===== src/rtl/pu_accum_result_queue_if.sv =====
`default_nettype none
// ============================================================================
// Module  : pu_accum_result_queue_if
// Purpose : Handshake/bus bundle between the control unit and the result queue
// Revision: 1.0 - initial release
// ============================================================================
interface pu_accum_result_queue_if #(
  parameter int DATA_WIDTH = 32,
  parameter int ATTR_WIDTH = 4,
  parameter int DEPTH      = 4
);
  localparam int c_CNT_W = $clog2(DEPTH) + 1;

  logic                  signal_push;
  logic [DATA_WIDTH-1:0] data_in;
  logic [ATTR_WIDTH-1:0] attr_in;
  logic                  signal_oe;
  logic                  signal_clear;
  logic [DATA_WIDTH-1:0] data_out;
  logic [ATTR_WIDTH-1:0] attr_out;
  logic                  full;
  logic                  empty;
  logic [c_CNT_W-1:0]    count;
  logic                  err_overflow;
  logic                  err_underflow;

  modport master (
    output signal_push, data_in, attr_in, signal_oe, signal_clear,
    input  data_out, attr_out, full, empty, count, err_overflow, err_underflow
  );

  modport slave (
    input  signal_push, data_in, attr_in, signal_oe, signal_clear,
    output data_out, attr_out, full, empty, count, err_overflow, err_underflow
  );
endinterface
`default_nettype wire


===== src/rtl/pu_accum_result_queue.sv =====
`default_nettype none
// ============================================================================
// Module  : pu_accum_result_queue
// Purpose : DEPTH-entry result FIFO that re-drives its head onto a wired-OR bus
// Revision: 1.0 - initial release
// ============================================================================
module pu_accum_result_queue #(
  parameter int DATA_WIDTH  = 32,
  parameter int ATTR_WIDTH  = 4,
  parameter int DEPTH       = 4,
  parameter int INVALID_BIT = 0
) (
  input  wire logic clk,
  input  wire logic rst,
  pu_accum_result_queue_if.slave bus
);
  localparam int c_PTR_W   = $clog2(DEPTH);
  localparam int c_CNT_W   = c_PTR_W + 1;
  localparam int c_ENTRY_W = ATTR_WIDTH + DATA_WIDTH;

  logic [c_ENTRY_W-1:0]  r_mem [DEPTH];
  logic [c_PTR_W-1:0]    r_wr_ptr;
  logic [c_PTR_W-1:0]    r_rd_ptr;
  logic [c_CNT_W-1:0]    r_count;
  logic                  r_full;
  logic                  r_empty;
  logic                  r_err_overflow;
  logic                  r_err_underflow;

  logic                  w_pop;
  logic                  w_push;
  logic [c_CNT_W-1:0]    w_count_nxt;
  logic [c_ENTRY_W-1:0]  w_head;
  logic [DATA_WIDTH-1:0] w_data_out;
  logic [ATTR_WIDTH-1:0] w_attr_out;

  // A pop while full frees a slot at the same edge, so a push may proceed.
  assign w_pop  = bus.signal_oe & ~r_empty;
  assign w_push = bus.signal_push & (~r_full | w_pop);
  assign w_head = r_mem[r_rd_ptr];

  always_comb begin
    w_count_nxt = r_count;
    if (w_push && !w_pop) begin
      w_count_nxt = r_count + c_CNT_W'(1);
    end else if (w_pop && !w_push) begin
      w_count_nxt = r_count - c_CNT_W'(1);
    end
  end

  // Storage carries no reset; pointers and count define validity.
  always_ff @(posedge clk) begin
    if (w_push && !bus.signal_clear) begin
      r_mem[r_wr_ptr] <= {bus.attr_in, bus.data_in};
    end
  end

  always_ff @(posedge clk or posedge rst) begin
    if (rst) begin
      r_wr_ptr        <= '0;
      r_rd_ptr        <= '0;
      r_count         <= '0;
      r_full          <= 1'b0;
      r_empty         <= 1'b1;
      r_err_overflow  <= 1'b0;
      r_err_underflow <= 1'b0;
    end else if (bus.signal_clear) begin
      r_wr_ptr        <= '0;
      r_rd_ptr        <= '0;
      r_count         <= '0;
      r_full          <= 1'b0;
      r_empty         <= 1'b1;
      r_err_overflow  <= 1'b0;
      r_err_underflow <= 1'b0;
    end else begin
      if (w_push) begin
        r_wr_ptr <= r_wr_ptr + c_PTR_W'(1);
      end
      if (w_pop) begin
        r_rd_ptr <= r_rd_ptr + c_PTR_W'(1);
      end
      r_count <= w_count_nxt;
      r_full  <= (w_count_nxt == c_CNT_W'(DEPTH));
      r_empty <= (w_count_nxt == '0);
      if (bus.signal_push && !w_push) begin
        r_err_overflow <= 1'b1;
      end
      if (bus.signal_oe && r_empty) begin
        r_err_underflow <= 1'b1;
      end
    end
  end

  // Bus must read as zero when not selected; an empty read flags INVALID_BIT.
  always_comb begin
    w_data_out = '0;
    w_attr_out = '0;
    if (bus.signal_oe) begin
      if (r_empty) begin
        w_attr_out[INVALID_BIT] = 1'b1;
      end else begin
        {w_attr_out, w_data_out} = w_head;
      end
    end
  end

  assign bus.data_out      = w_data_out;
  assign bus.attr_out      = w_attr_out;
  assign bus.full          = r_full;
  assign bus.empty         = r_empty;
  assign bus.count         = r_count;
  assign bus.err_overflow  = r_err_overflow;
  assign bus.err_underflow = r_err_underflow;

endmodule
`default_nettype wire

===== src/flat_wrapper.sv =====
// flat-port wrapper written by rule: the top's interface ports become plain ports
module pu_accum_result_queue_flat 
#(
  parameter int DATA_WIDTH  = 32,
  parameter int ATTR_WIDTH  = 4,
  parameter int DEPTH       = 4,
  parameter int INVALID_BIT = 0
)
  (clk, rst, bus_signal_push, bus_data_in, bus_attr_in, bus_signal_oe, bus_signal_clear, bus_data_out, bus_attr_out, bus_full, bus_empty, bus_count, bus_err_overflow, bus_err_underflow);
  pu_accum_result_queue_if #(.DATA_WIDTH(DATA_WIDTH), .ATTR_WIDTH(ATTR_WIDTH), .DEPTH(DEPTH)) bus_i ();
  input  wire logic clk;
  input  wire logic rst;
  input wire logic [$bits(bus_i.signal_push)-1:0] bus_signal_push;
  input wire logic [$bits(bus_i.data_in)-1:0] bus_data_in;
  input wire logic [$bits(bus_i.attr_in)-1:0] bus_attr_in;
  input wire logic [$bits(bus_i.signal_oe)-1:0] bus_signal_oe;
  input wire logic [$bits(bus_i.signal_clear)-1:0] bus_signal_clear;
  output wire logic [$bits(bus_i.data_out)-1:0] bus_data_out;
  output wire logic [$bits(bus_i.attr_out)-1:0] bus_attr_out;
  output wire logic [$bits(bus_i.full)-1:0] bus_full;
  output wire logic [$bits(bus_i.empty)-1:0] bus_empty;
  output wire logic [$bits(bus_i.count)-1:0] bus_count;
  output wire logic [$bits(bus_i.err_overflow)-1:0] bus_err_overflow;
  output wire logic [$bits(bus_i.err_underflow)-1:0] bus_err_underflow;
  assign bus_i.signal_push = bus_signal_push;
  assign bus_i.data_in = bus_data_in;
  assign bus_i.attr_in = bus_attr_in;
  assign bus_i.signal_oe = bus_signal_oe;
  assign bus_i.signal_clear = bus_signal_clear;
  assign bus_data_out = bus_i.data_out;
  assign bus_attr_out = bus_i.attr_out;
  assign bus_full = bus_i.full;
  assign bus_empty = bus_i.empty;
  assign bus_count = bus_i.count;
  assign bus_err_overflow = bus_i.err_overflow;
  assign bus_err_underflow = bus_i.err_underflow;
  pu_accum_result_queue #(.DATA_WIDTH(DATA_WIDTH), .ATTR_WIDTH(ATTR_WIDTH), .DEPTH(DEPTH), .INVALID_BIT(INVALID_BIT)) u_core (.clk(clk), .rst(rst), .bus(bus_i));
endmodule

===== config.mk =====
export PLATFORM = sky130hd
export DESIGN_NAME = pu_accum_result_queue_flat
export DESIGN_NICKNAME = d
export VERILOG_FILES = /design/src/rtl/pu_accum_result_queue_if.sv /design/src/rtl/pu_accum_result_queue.sv /design/src/flat_wrapper.sv
export SDC_FILE = /design/constraint.sdc
export NUM_CORES = 1
export LEC_CHECK = 0
export CORE_MARGIN = 2
export CORE_UTILIZATION = 45
export CTS_BUF_LIST = sky130_fd_sc_hd__clkbuf_16
export DETAILED_ROUTE_END_ITERATION = 6
export PLACE_DENSITY = 0.68
export SYNTH_ARGS = -nofsm -noshare
export SYNTH_HDL_FRONTEND = slang
export SYNTH_SLANG_ARGS = --single-unit

===== constraint.sdc =====
create_clock -name clk -period 6 [get_ports clk]
set_input_delay 1.8 -clock clk [delete_from_list [all_inputs] [get_ports clk]]
set_output_delay 1.8 -clock clk [all_outputs]
set_load 0.005 [all_outputs]

---- Word-level counts from Yosys, hierarchy flattened ----
Memory sizes are Yosys's and may differ from the RTL's.
Index checks and enable logic that the tools add are counted.
cells by class
  $add $sub $neg .......................... 4
  eq/ne operators ......................... 1
  muxes and demuxes ....................... 20
  bitwise gates (word level) .............. 5
  reduce and logical (&&, ||, !) cells .... 13
operators by type and width
  operator               count
  $mux W32               2
  $mux W3                4
  $mux W1                9
  $mux W2                4
  $reduce_bool A2 Y1     4
  $logic_and A1 B1 Y1    5
  $add A2 B1 Y2 const B  2
  $mux W4                1
  $add A3 B1 Y3 const B  1
  $eq A3 B3 Y1 const B   1
  $logic_not A1 Y1       3
  $logic_not A3 Y1       1
  $sub A3 B1 Y3 const B  1
  $and A1 B1 Y1          2
  $not A1 Y1             2
  $or A1 B1 Y1           1
storage, ports and cells
  bits in registers ....................... 11
  memory bits (writable) .................. 144
  bits of input ports ..................... 41
  output and inout port bits .............. 43
  logic and storage cells ................. 51
  memories ................................ 1
memory list
  memory        depth  bits a word  rd ports  clocked after memory_dff  write ports  RTL line                     RTL
  u_core.r_mem  4      36           1         0                         1            pu_accum_result_queue.sv:21  logic [c_ENTRY_W-1:0] r_mem [DEPTH];

---- Logic depth before layout (Yosys ltp) ----
  word-level depth ........................ 10
  mapped depth ............................ 6
  gate-level depth less buffers ........... 6

---- Least setup slack after synthesis ----
No wires, ideal clock.
  path type ............................... input port to output port
  start point ............................. in bus_signal_oe
  end point ............................... out bus_attr_out[1]
  data arrival time ....................... 2.512 ns
  required time ........................... 4.200 ns
  setup slack ............................. 1.688 ns
  stages on the path ...................... 4
  buffers on the path ..................... 2
  path through ............................ nor2b_1 > clkbuf_1 > clkbuf_1 > and2_1
between the ends
  longest elaborated chain between the ends .. 1
RTL lines
  element          RTL line                     RTL
  start, declared  flat_wrapper.sv:16           input wire logic [$bits(bus_i.signal_oe)-1:0] bus_signal_oe;
  $mux W4          pu_accum_result_queue.sv:98  if (bus.signal_oe) begin
  end, declared    flat_wrapper.sv:19           output wire logic [$bits(bus_i.attr_out)-1:0] bus_attr_out;
Every way passes these cells.

---- Final worst setup path ----
  start point ............................. in bus_signal_oe
  end point ............................... out bus_data_out[2]
between the ends
  longest elaborated chain between the ends .. 1
RTL lines
  element        RTL line                     RTL
  $mux W32       pu_accum_result_queue.sv:98
  end, declared  flat_wrapper.sv:18           output wire logic [$bits(bus_i.data_out)-1:0] bus_data_out;
Every way passes these cells.

==> out/metrics.cfg <==
[run_status]
status = finished, final reports clean

[setup_path]
crit_path_start_kind = input port
required_ns = 4.20
worstPathArrival_ns = 3.47
cp.depth = 5
timing.rr.end = u_core.r_mem[1][17]
timing.rr.start = u_core.bus.empty
path_buf_inv = 3
crit_path_end_kind = output port
reg2reg_depth = 3
r2r_slack_ns = 3.53
cp_slowest_cell = clkdlybuf4s50_1
critPathTopFamily = buffers and inverters
crit_fanout = 37
path_common_cell = clkdlybuf4s50_1
cpPeakStageDelay_ns = 0.57
crit_chain = clkdlybuf4s50_1, nor2b_4, buf_12, and2_1, clkdlybuf4s50_1
crit_type = input port to output port

[clock_tree]
cts_tree = yes
cts_resized = 0
clockBufferDepth = 2
htreeDepth = 4
cts.root.buffer_cell = clkbuf_16
numCtsBuffers = 17
insertion_delay_ns = 0.42
hold_buffers = 0
path_clk_slew_ns = 0.05
postCtsSetupRepairBufs = 0
clock-sinks = 155

[sta]
hold_viol = 0
fin_crit_ns = 5.27
clock.fmax_mhz = 190
setup_tns_ns = 0
maxSlewViolCount = 0
rsz0062_at_grt = false
slew_headroom = 0.325
fin_crit_sh = 0.878
setup_viol = 0
fin_skew_ns = 0.00541
worstMarginPinSlew_ns = 1.01
finalWorstSetupSlack_ns = 0.729

[drt]
routed-via-count = 2919
wl_um = 10500
drcViolationCount = 0
first_pass_iters = 4
ant_nets = 0
routedWlPerCell_um = 18.3
vias_per_cell = 5.12
initialDrtViolationCount = 154

[logic_synthesis]
synth_cell_type_count = 31
seq_area_frac_synth = 0.760
synth_flop_cell = edfxtp_1
synthDominantCellAreaShare = 0.714
avgSynthCellArea_um2 = 21.0
synth_nets = 336
yosysTopAreaCell = edfxtp_1
syn_inst = 289
synth-edff-count = 144
ys_warn_count = 0
async_flop_share = 0.0710
synthTopCellsByArea = edfxtp_1 71%, mux4_2 13%, dfrtp_1 4.1%
synth_seq_cells = 155
synth_area_um2 = 6060

[place]
dpl_worst_slack_ns = 0.721
gp_congestion = 0.703
port_buffers = 83
place_hpwl_um = 5920

[min_path]
whs_endpoint = u_core.bus.err_underflow
hold_depth = 2
worstHoldStart = u_core.bus.err_underflow
hold_class = flop to flop

[layout]
syn2layout_area_growth_pct = 25.8
layout.nets = 428
layout_commonest_cell = edfxtp_1
layout_common_cells = 144 x edfxtp_1, 83 x clkdlybuf4s50_1, 38 x and2_1, 36 x mux4_2, 17 x clkbuf_16
antenna_cells = 0
seq_area_um2 = 4600
layout-drive-gt1-share = 0.180
finish.utilization = 0.578
multi_input_comb_area_um2 = 1370
fillers = 1009

[pwr]
powerDensity_nw_per_um2 = 347
p_int_mw = 2.07
p_seq_frac = 0.484
comb_power_share = 0.147
switching_share = 0.218
power.leakage_nw = 2.51
irDropWorstVdd_mv = 0.174
switchingPower_mw = 0.575
power_frac_clock = 0.369

[global_routing]
grt.total_usage = 0.158
grt_max_degree = 38
grt_pass1_vias = 3042
grt_pass1_wl_um = 16500
grt_overflow_total = 0
antenna_found_initial = 0

[flow_run]
drv_cap = 0

[floorplanning]
num_rows = 42
coreArea_um2 = 13200
die_w_um = 120
die_area_um2 = 14400
die-height_um = 120
io_pins = 84
initial_utilization = 0.459

-- cell type report --
class / count / area share
clock inverters: 15 / 0.0153
multi-input cells: 115 / 0.180
flip-flops and latches: 155 / 0.604
inverters: 6 / 0.00295
repair buffers: 86 / 0.114
well taps: 176 / 0.0289
clock buffers: 17 / 0.0558
-- power by group through the flow --
stage	registers (mW)	clock network [mW]	logic (mW)
6_report	1.28	0.975	0.389
5_1_grt	1.28	1.04	0.429
4_1_cts	1.28	1.00	0.399
3_5_place_dp	1.30	0	0.398
3_3_place_gp	1.30	0	0.393
2_1_floorplan	1.28	0	0.236
-- flip-flops by register name (all words and copies together), names as in the netlist --
register / flops
u_core.r_rd_ptr: 2
u_core.r_mem: 144
u_core.r_wr_ptr: 2
u_core.bus.err_overflow: 1
u_core.bus.err_underflow: 1
u_core.bus.full: 1
u_core.bus.count: 3
u_core.bus.empty: 1
-- cell families after synthesis --
logic type,Yosys count,synth area share
fa+ha+maj,6,0.0124
buf+inv,19,0.0165
compound gates,10,0.0120
mux,37,0.136
xor+xnor,6,0.00868
flops,155,0.760
simple gates,56,0.0554
-- cells in the mapped netlist, types with 2 or more instances --
| library cell | number |
|---|---|
| and2_1 | 38 |
| and3_1 | 4 |
| buf_2 | 5 |
| buf_6 | 3 |
| clkbuf_1 | 5 |
| dfrtp_1 | 10 |
| edfxtp_1 | 144 |
| ha_1 | 6 |
| inv_1 | 6 |
| mux4_2 | 36 |
| nor2_1 | 7 |
| nor2b_1 | 2 |
| xnor2_1 | 4 |
| xor2_1 | 2 |
-- worst max path at each step --
stage                       start  slack, ns          endpoint
CTS                 bus_signal_oe       0.72   bus_data_out[2]
detailed placement  bus_signal_oe       0.72   bus_data_out[2]
floorplan           bus_signal_oe       1.69   bus_attr_out[1]
finish              bus_signal_oe       0.73   bus_data_out[2]
global route        bus_signal_oe       0.64   bus_data_out[2]
global placement    bus_signal_oe       0.75  bus_data_out[18]
-- worst register-to-register path, cell delays in order (launching register included) --
cell and delay (ns):
dfstp_2 0.41, nand2b_1 0.25, a21boi_1 0.46, and3_2 0.95
-- stage by stage --
step	hold slack, ns	std cells	instance area, um2	power [mW]
finish	0.501	570	7620	2.64
global route	0.548	570	7620	2.76
CTS	0.503	570	7620	2.68
detailed placement	0.490	538	7080	1.70
global placement	0.485	538	7080	1.69
floorplan	0.486	289	6060	1.51
-- metal layers --
metal / up-vias / part of all wire / GRT usage / wire length [um]
met5: - / 0 / 0 / 0
met1: 1498 / 0.45 / 0.198 / 4670
met3: 12 / 0.041 / 0.0485 / 429
li1: 1342 / - / - / -
met2: 67 / 0.50 / 0.253 / 5190
met4: 0 / 0.017 / 0.0706 / 174
Power figures use the tool's default switching activity.
